<file path="src/rtl/fifo_arb_pkg.sv">
// Shared types and width helpers for the fifo write-port round-robin arbiter.
package fifo_arb_pkg;

    typedef enum logic {IDLE, BURST} arb_state_t;

    function automatic int id_w(input int num_req);
        return (num_req > 1) ? $clog2(num_req) : 1;
    endfunction

    function automatic int cnt_w(input int max_burst);
        return $clog2(max_burst + 1);
    endfunction

endpackage

</file>
<file path="src/rtl/rr_pick.sv">
// Rotating priority encoder: first set request after last_grant, wrapping modulo NUM_REQ.
module rr_pick #(
    parameter int NUM_REQ = 4,
    parameter int ID_W    = 2
) (
    input  logic [NUM_REQ-1:0] req,
    input  logic [ID_W-1:0]    last_grant,
    output logic               any,
    output logic [ID_W-1:0]    winner
);

    // Scan from the farthest candidate back to the nearest so the nearest one wins.
    always_comb begin
        int idx;
        idx    = 0;
        any    = |req;
        winner = '0;
        for (int i = NUM_REQ; i >= 1; i--) begin
            idx = (int'(last_grant) + i) % NUM_REQ;
            if (req[idx[ID_W-1:0]]) winner = idx[ID_W-1:0];
        end
    end

endmodule

</file>
<file path="src/rtl/fifo_rr_write_arbiter.sv">
// Round-robin arbiter sharing one fifo write port among NUM_REQ valid/ready requesters,
// with bursts capped at MAX_BURST beats and a registered write strobe/data toward the fifo.
import fifo_arb_pkg::*;

module fifo_rr_write_arbiter #(
    parameter int NUM_REQ   = 4,
    parameter int WIDTH     = 8,
    parameter int MAX_BURST = 4,
    localparam int ID_W     = id_w(NUM_REQ),
    localparam int CNT_W    = cnt_w(MAX_BURST)
) (
    input  logic                     clk,
    input  logic                     rst,
    input  logic [NUM_REQ-1:0]       req_valid,
    input  logic [NUM_REQ*WIDTH-1:0] req_data,
    input  logic [NUM_REQ-1:0]       req_last,
    output logic [NUM_REQ-1:0]       req_ready,
    input  logic                     fifo_full,
    output logic                     fifo_write_enable,
    output logic [WIDTH-1:0]         fifo_data_in,
    output logic [ID_W-1:0]          grant_id,
    output logic                     busy
);

    arb_state_t       state;
    logic [ID_W-1:0]  owner;
    logic [ID_W-1:0]  last_grant;
    logic [ID_W-1:0]  winner;
    logic [CNT_W-1:0] beat_cnt;
    logic [WIDTH-1:0] owner_data;
    logic             any_req;
    logic             xfer;
    logic             last_beat;
    logic             rel;

    rr_pick #(
        .NUM_REQ    (NUM_REQ),
        .ID_W       (ID_W)
    ) u_pick (
        .req        (req_valid),
        .last_grant (last_grant),
        .any        (any_req),
        .winner     (winner)
    );

    assign busy       = (state == BURST);
    assign grant_id   = owner;
    assign owner_data = req_data[int'(owner)*WIDTH +: WIDTH];

    always_comb begin
        req_ready        = '0;
        req_ready[owner] = busy & !fifo_full;
    end

    assign xfer      = busy & req_valid[owner] & !fifo_full;
    assign last_beat = (beat_cnt == CNT_W'(MAX_BURST - 1));
    // A full fifo freezes the grant: neither a transfer nor an idle release can happen.
    assign rel       = busy & ((xfer & (req_last[owner] | last_beat)) |
                               (!req_valid[owner] & !fifo_full));

    always_ff @(posedge clk) begin
        if (rst) begin
            state             <= IDLE;
            owner             <= '0;
            last_grant        <= ID_W'(NUM_REQ - 1);
            beat_cnt          <= '0;
            fifo_write_enable <= 1'b0;
            fifo_data_in      <= '0;
        end else begin
            fifo_write_enable <= xfer;
            if (xfer) fifo_data_in <= owner_data;
            case (state)
                IDLE: begin
                    if (any_req) begin
                        owner    <= winner;
                        beat_cnt <= '0;
                        state    <= BURST;
                    end
                end
                BURST: begin
                    if (xfer) beat_cnt <= beat_cnt + 1'b1;
                    if (rel) begin
                        last_grant <= owner;
                        state      <= IDLE;
                    end
                end
                default: state <= IDLE;
            endcase
        end
    end

endmodule
</file>
<file path="config.mk">
export PLATFORM = sky130hd
export DESIGN_NAME = fifo_rr_write_arbiter
export DESIGN_NICKNAME = d
export VERILOG_FILES = /design/src/rtl/fifo_arb_pkg.sv /design/src/rtl/rr_pick.sv /design/src/rtl/fifo_rr_write_arbiter.sv
export SDC_FILE = /design/constraint.sdc
export NUM_CORES = 1
export LEC_CHECK = 0
export BUFFER_PORTS_ARGS = -buffer_cell sky130_fd_sc_hd__buf_4
export CAP_MARGIN = 30
export CORE_MARGIN = 2
export CORE_UTILIZATION = 39
export CTS_CLUSTER_DIAMETER = 120
export DETAILED_ROUTE_END_ITERATION = 7
export PLACE_DENSITY_LB_ADDON = 0.2
export SLEW_MARGIN = 10
export SYNTH_ARGS = -nofsm -noshare
export SYNTH_HDL_FRONTEND = slang
export SYNTH_SLANG_ARGS = --single-unit
</file>
<file path="constraint.sdc">
create_clock -name clk -period 1.7 [get_ports clk]
set_input_delay 0.085 -clock clk [delete_from_list [all_inputs] [get_ports clk]]
set_output_delay 0.085 -clock clk [all_outputs]
set_load 0.05 [all_outputs]
</file>
; After elaboration in Yosys (flattened, before gate mapping)
; Cells that the tools add are included.
; W data, S select, Z words.
[totals]
latch_bits = 0
n_memories = 0
mem_bits_rw = 0
in_bits = 43
register_bits = 17
wordCells = 62
out_inout_bits = 16
romBits = 0
[op_classes]
mul = 0
n_reduce_logical = 7
n_eq_ne = 3
n_bitwise = 10
div_mod_pow = 0
addsub = 5
n_lt_le_gt_ge = 6
mux = 24
n_shift = 1
[ops]
columns = operator, n
row1 = $shiftx A32 B6 Y8, 1
row2 = $lt A2 B3 Y1 const B, 5
row3 = $bmux W1 S2, 6
row4 = $mux W1, 9
row5 = $mux W2, 4
row6 = $and A1 B1 Y1, 6
row7 = $mux W3, 2
row8 = $pmux W3 S2, 1
row9 = $reduce_and A2 Y1, 3
row10 = $add A2 B1 Y2 const B, 2
row11 = $add A2 B2 Y2 const B, 2
row12 = $and A4 B4 Y4, 1
row13 = $reduce_or A4 Y1, 1
row14 = $add A3 B1 Y3 const B, 1
row15 = $eq A3 B2 Y1 const B, 1
row16 = $demux W1 S2, 1
row17 = $ge A2 B1 Y1 const B, 1
row18 = $logic_not A1 Y1, 2
row19 = $ne A2 B1 Y1 const B, 1
row20 = $ne A2 B2 Y1 const B, 1
row21 = $or A1 B1 Y1, 2
row22 = $pmux W1 S2, 1
row23 = $logic_and A1 B1 Y1, 1
row24 = $not A1 Y1, 1

; Logic depth before layout (Yosys ltp)
[depth]
ltp_word = 9
depth_mapped = 6
depth_no_buf = 6

; By module
; A second synthesis with hierarchy kept.
[hier_totals]
cells_unflattened = 103
hier_area_um2 = 1071.0
[by_module_without_submodules]
columns = module, instances, area_per_inst_um2, seq_area_each_um2, cells_each
row1 = fifo_rr_write_arbiter, 1, 979.7, 340.3, 89
row2 = rr_pick, 1, 91.3, 0.0, 14

; Least setup slack after synthesis
; No wires, ideal clock.
[synth_path]
kind = register to output
from = reg owner[0] (netlist: grant_id[0])
to = out req_ready[1]
t_arrival_ns = 2.227
stages_incl_launch_ff = 4
t_required_ns = 1.615
setup_slack_ns = -0.612
cell_sequence = dfxtp_1 > buf_6 > buf_2 > nor3b_1
[synth_between]
elab_chain_cells = 5
[synth_rtl]
columns = element, line_no
row1 = "start, declared", fifo_rr_write_arbiter.sv:26  ; logic [ID_W-1:0] owner;
row2 = "start signal, assigned", fifo_rr_write_arbiter.sv:75  ; owner <= winner;
row3 = $lt A2 B3 Y1 (implied by the code) or $ge A2 B1 Y1 (tied branches), fifo_rr_write_arbiter.sv:52  ; req_ready[owner] = busy & !fifo_full;
row4 = $logic_and A1 B1 Y1 (implied by the code), fifo_rr_write_arbiter.sv:52
row5 = $mux W1 (implied by the code), fifo_rr_write_arbiter.sv:52
row6 = $demux W1 S2 *, fifo_rr_write_arbiter.sv:52
row7 = $and A4 B4 Y4 (no source line) *, --
row8 = "end, declared", fifo_rr_write_arbiter.sv:17  ; output logic [NUM_REQ-1:0] req_ready,
; Mark *: on every way between the ends. The rest lies on a longest branch, timed or not.

; Worst setup path in the final report
[layout_path]
from = reg state (netlist: busy)
to = out req_ready[3]
[layout_between]
elab_chain_cells = 2
[layout_rtl]
columns = element, line_no
row1 = "start, declared", fifo_rr_write_arbiter.sv:25  ; arb_state_t state;
row2 = "start signal, assigned", fifo_rr_write_arbiter.sv:63  ; state <= IDLE;
row3 = "start signal, assigned", fifo_rr_write_arbiter.sv:77  ; state <= BURST;
row4 = "start signal, assigned", fifo_rr_write_arbiter.sv:84  ; state <= IDLE;
row5 = $and A1 B1 Y1, fifo_rr_write_arbiter.sv:52
row6 = $and A4 B4 Y4 (no source line), --
; Every way passes these cells.

==> results_dict.tcl <==
set metrics [dict create \
    status "complete, no violations" \
    finalPower_mw 1.058 \
    reg2regPathDepth 3 \
    yosysSeqAreaShare_pct 31.70 \
    cpMostUsedCell "buf_4" \
    route.vias.total 1003 \
    yosysUniqueCellTypes 33 \
    antenna_found_initial 0 \
    start_kind "flop" \
    holdBufCountCts 0 \
    crit_type "flop to output port" \
    area_delta_synth_final_pct 45.57 \
    h-tree-depth 1 \
    cts-root-buf "clkbuf_4" \
    hpwl_mm 2.036 \
    num-nets-final 208 \
    cp-end-kind "output port" \
    synthArstFlopShare_pct 0 \
    worstHoldEndpoint "beat_cnt[2]$_SDFFE_PP0P_" \
    ys.flop_type "dfxtp_1" \
    max_freq_mhz 636.6 \
    clk_pin_slew_ps 90 \
    regToRegSetupSlack_ps 130 \
    start_util_pct 39.96 \
    final_max_slew_viol_count 0 \
    grt_use_total_pct 16.35 \
    numPortBuffers 58 \
    grt_max_degree 20 \
    hold_depth 2 \
    grt_overflow_total 0 \
    power.density_nw_per_um2 677.2 \
    wl_mm 2.562 \
    period_needed_ps 1571 \
    worst_slack_ps 129.2 \
    antenna_left 0 \
    design_area_um2 1563 \
    critical-path-top-delay-family "simple AND/OR/NAND/NOR gates" \
    die-area_um2 3188 \
    power_leakage_nw 0.7549 \
    cp.arrival_ps 1490 \
    cts_setup_buffers 0 \
    hold_class "primary input to flop" \
    r2r_start "grant_id[0]$_SDFFE_PP0P_" \
    ctsResizeCount 0 \
    crit_buf_inv 2 \
    avgSynthCellArea_um2 10.22 \
    finClkSkew_ps 1.171 \
    slew_headroom_pct 74.79 \
    synth_edf_count 0 \
    cp.required_ps 1620 \
    wire_per_inst_um 13.27 \
    drtIter0Drc 11 \
    gp_congestion 0.7434 \
    drt_pre_antenna_iters 4 \
    synth_common_cells "nor2_1 (19), dfxtp_1 (17), mux2i_1 (13)" \
    yosysWarnings 0 \
    slowest_stage "dfxtp_1" \
    slowest_delay_ps 410 \
    synth_cells 105 \
    via_per_inst 5.197 \
    drv_cap 0 \
    die_y_um 56.47 \
    final_layout_size_suffix_gt1_share_pct 48.15 \
    cts_tree "yes" \
    min-delay-start "rst" \
    ys_ff_latch 17 \
    die_w_um 56.47 \
    clk_latency_ps 280 \
    antenna_cells 0 \
    crit_chain "nor2b_1, buf_4, and3_1, buf_4" \
    peakVddDrop_v 0.0005478 \
    fin_worst_hold_slack_ps 98.51 \
    numCtsBuffers 3 \
    cts.path.max_buffers 2 \
    synth_nets 150 \
    place_ws_ps 123.5 \
    critical_path.max_fanout 6 \
    syn-cell-area_um2 1074 \
    cts.sinks 17 \
    synth_area_leaders "dfxtp_1 (32%), mux4_1 (12%), mux2i_1 (12%)" \
    place_area_um2 1536 \
    synth_top_area_share_pct 31.70 \
    grt_pass1_wl_mm 4.160 \
    setup_viol_count_final 0 \
    stdcell_count 193 \
    r2r_end "last_grant[0]$_SDFFE_PP1P_" \
    num_rows 19 \
    rsz0062_at_grt "false" \
    yosysMostFrequentCell "nor2_1" \
    hold_viol_final 0 \
    placed_cells_incl_taps 189 \
    io_pins 59 \
    core_um2 2686 \
    yosysTopAreaCell "dfxtp_1" \
    tightest_slew_ps 374.8 \
    grt_pass1_vias 983 \
    post-route-drc-count 0 \
    fin_crit_sh_pct 92.40 \
]
==> layer usage <==
layer	vias to the layer above	wire, µm	GRT usage (%)
met5	-	0	0
met2	19	1468	32.06
met3	2	95	4.147
li1	505	-	-
met1	477	979	17.32
met4	0	19	3.061
==> worst reg2reg max path, delay by kind of cell, from the launching register on <==
| family | cells | cell delay (ps) |
|---|---|---|
| AO/OA/AOI/OAI | 1 | 320 |
| flip-flops | 1 | 400 |
| multiplexers | 2 | 790 |
==> sequential cells by signal, summed over array words and instances, names as in the netlist <==
signal,cells
last_grant,2
fifo_data_in,8
fifo_write_enable,1
busy,1
grant_id,2
beat_cnt,3
==> power breakdown <==
group	internal, mW	switching, mW	total [mW]	leakage, nW
clock network	0.0911	0.120	0.211	0.0150
logic	0.200	0.191	0.391	0.600
registers	0.424	0.0325	0.457	0.140
==> per-stage QoR <==
step | utilization [%] | TNS [ps]
2_1_floorplan | - | -14.71
3_3_place_gp | 57.20 | 0
3_5_place_dp | 57.20 | 0
4_1_cts | 58.17 | 0
5_1_grt | 58.17 | 0
6_report | 58.17 | 0
==> placed cells by master (no fill, tap or decap), types with 2 or more instances in the layout <==
cell	instances
nand3_1	4
buf_4	61
mux2i_1	13
nor2b_1	4
dfxtp_1	15
o21ai_0	2
inv_1	2
nand2_1	3
a21oi_1	3
mux4_2	4
clkbuf_4	3
ha_1	2
mux4_1	5
nor2_1	18
or2_2	3
==> how the worst max path moves through the flow <==
stage / startpoint / end / slack [ps] / cells after the start
after CTS: grant_id[0]$_SDFFE_PP0P_ / last_grant[0]$_SDFFE_PP1P_ / 100 / 3
after global routing: busy$_SDFF_PP0_ / req_ready[3] / 10 / 4
after global placement: grant_id[0]$_SDFFE_PP0P_ / last_grant[0]$_SDFFE_PP1P_ / 180 / 3
after floorplan: grant_id[0]$_SDFFE_PP0P_ / fifo_data_in[0]$_SDFFE_PP0P_ / -2 / 6
after detailed placement: grant_id[0]$_SDFFE_PP0P_ / last_grant[0]$_SDFFE_PP1P_ / 120 / 3
final: busy$_SDFF_PP0_ / req_ready[3] / 130 / 4
==> final cells by class <==
type | instances | area [µm²]
multi-input cells | 78 | 686.9
well taps | 31 | 38.79
repair buffers | 61 | 457.9
fillers | 242 | 1124
inverters | 2 | 7.507
clock buffers | 4 | 26.28
flip-flops and latches | 17 | 345.3
==> logic make-up (layout without fill, tap and decap cells) <==
group,Yosys count,count (layout),share of synthesized area [%]
AOI/OAI and AO/OA,14,14,9.209
adders and majority gates,2,2,2.331
DFF,17,17,31.70
buffers and inverters,10,67,5.945
muxes,22,22,32.75
and+or+nand+nor,40,40,18.07
No activity file was read; power rests on OpenSTA's default activity.
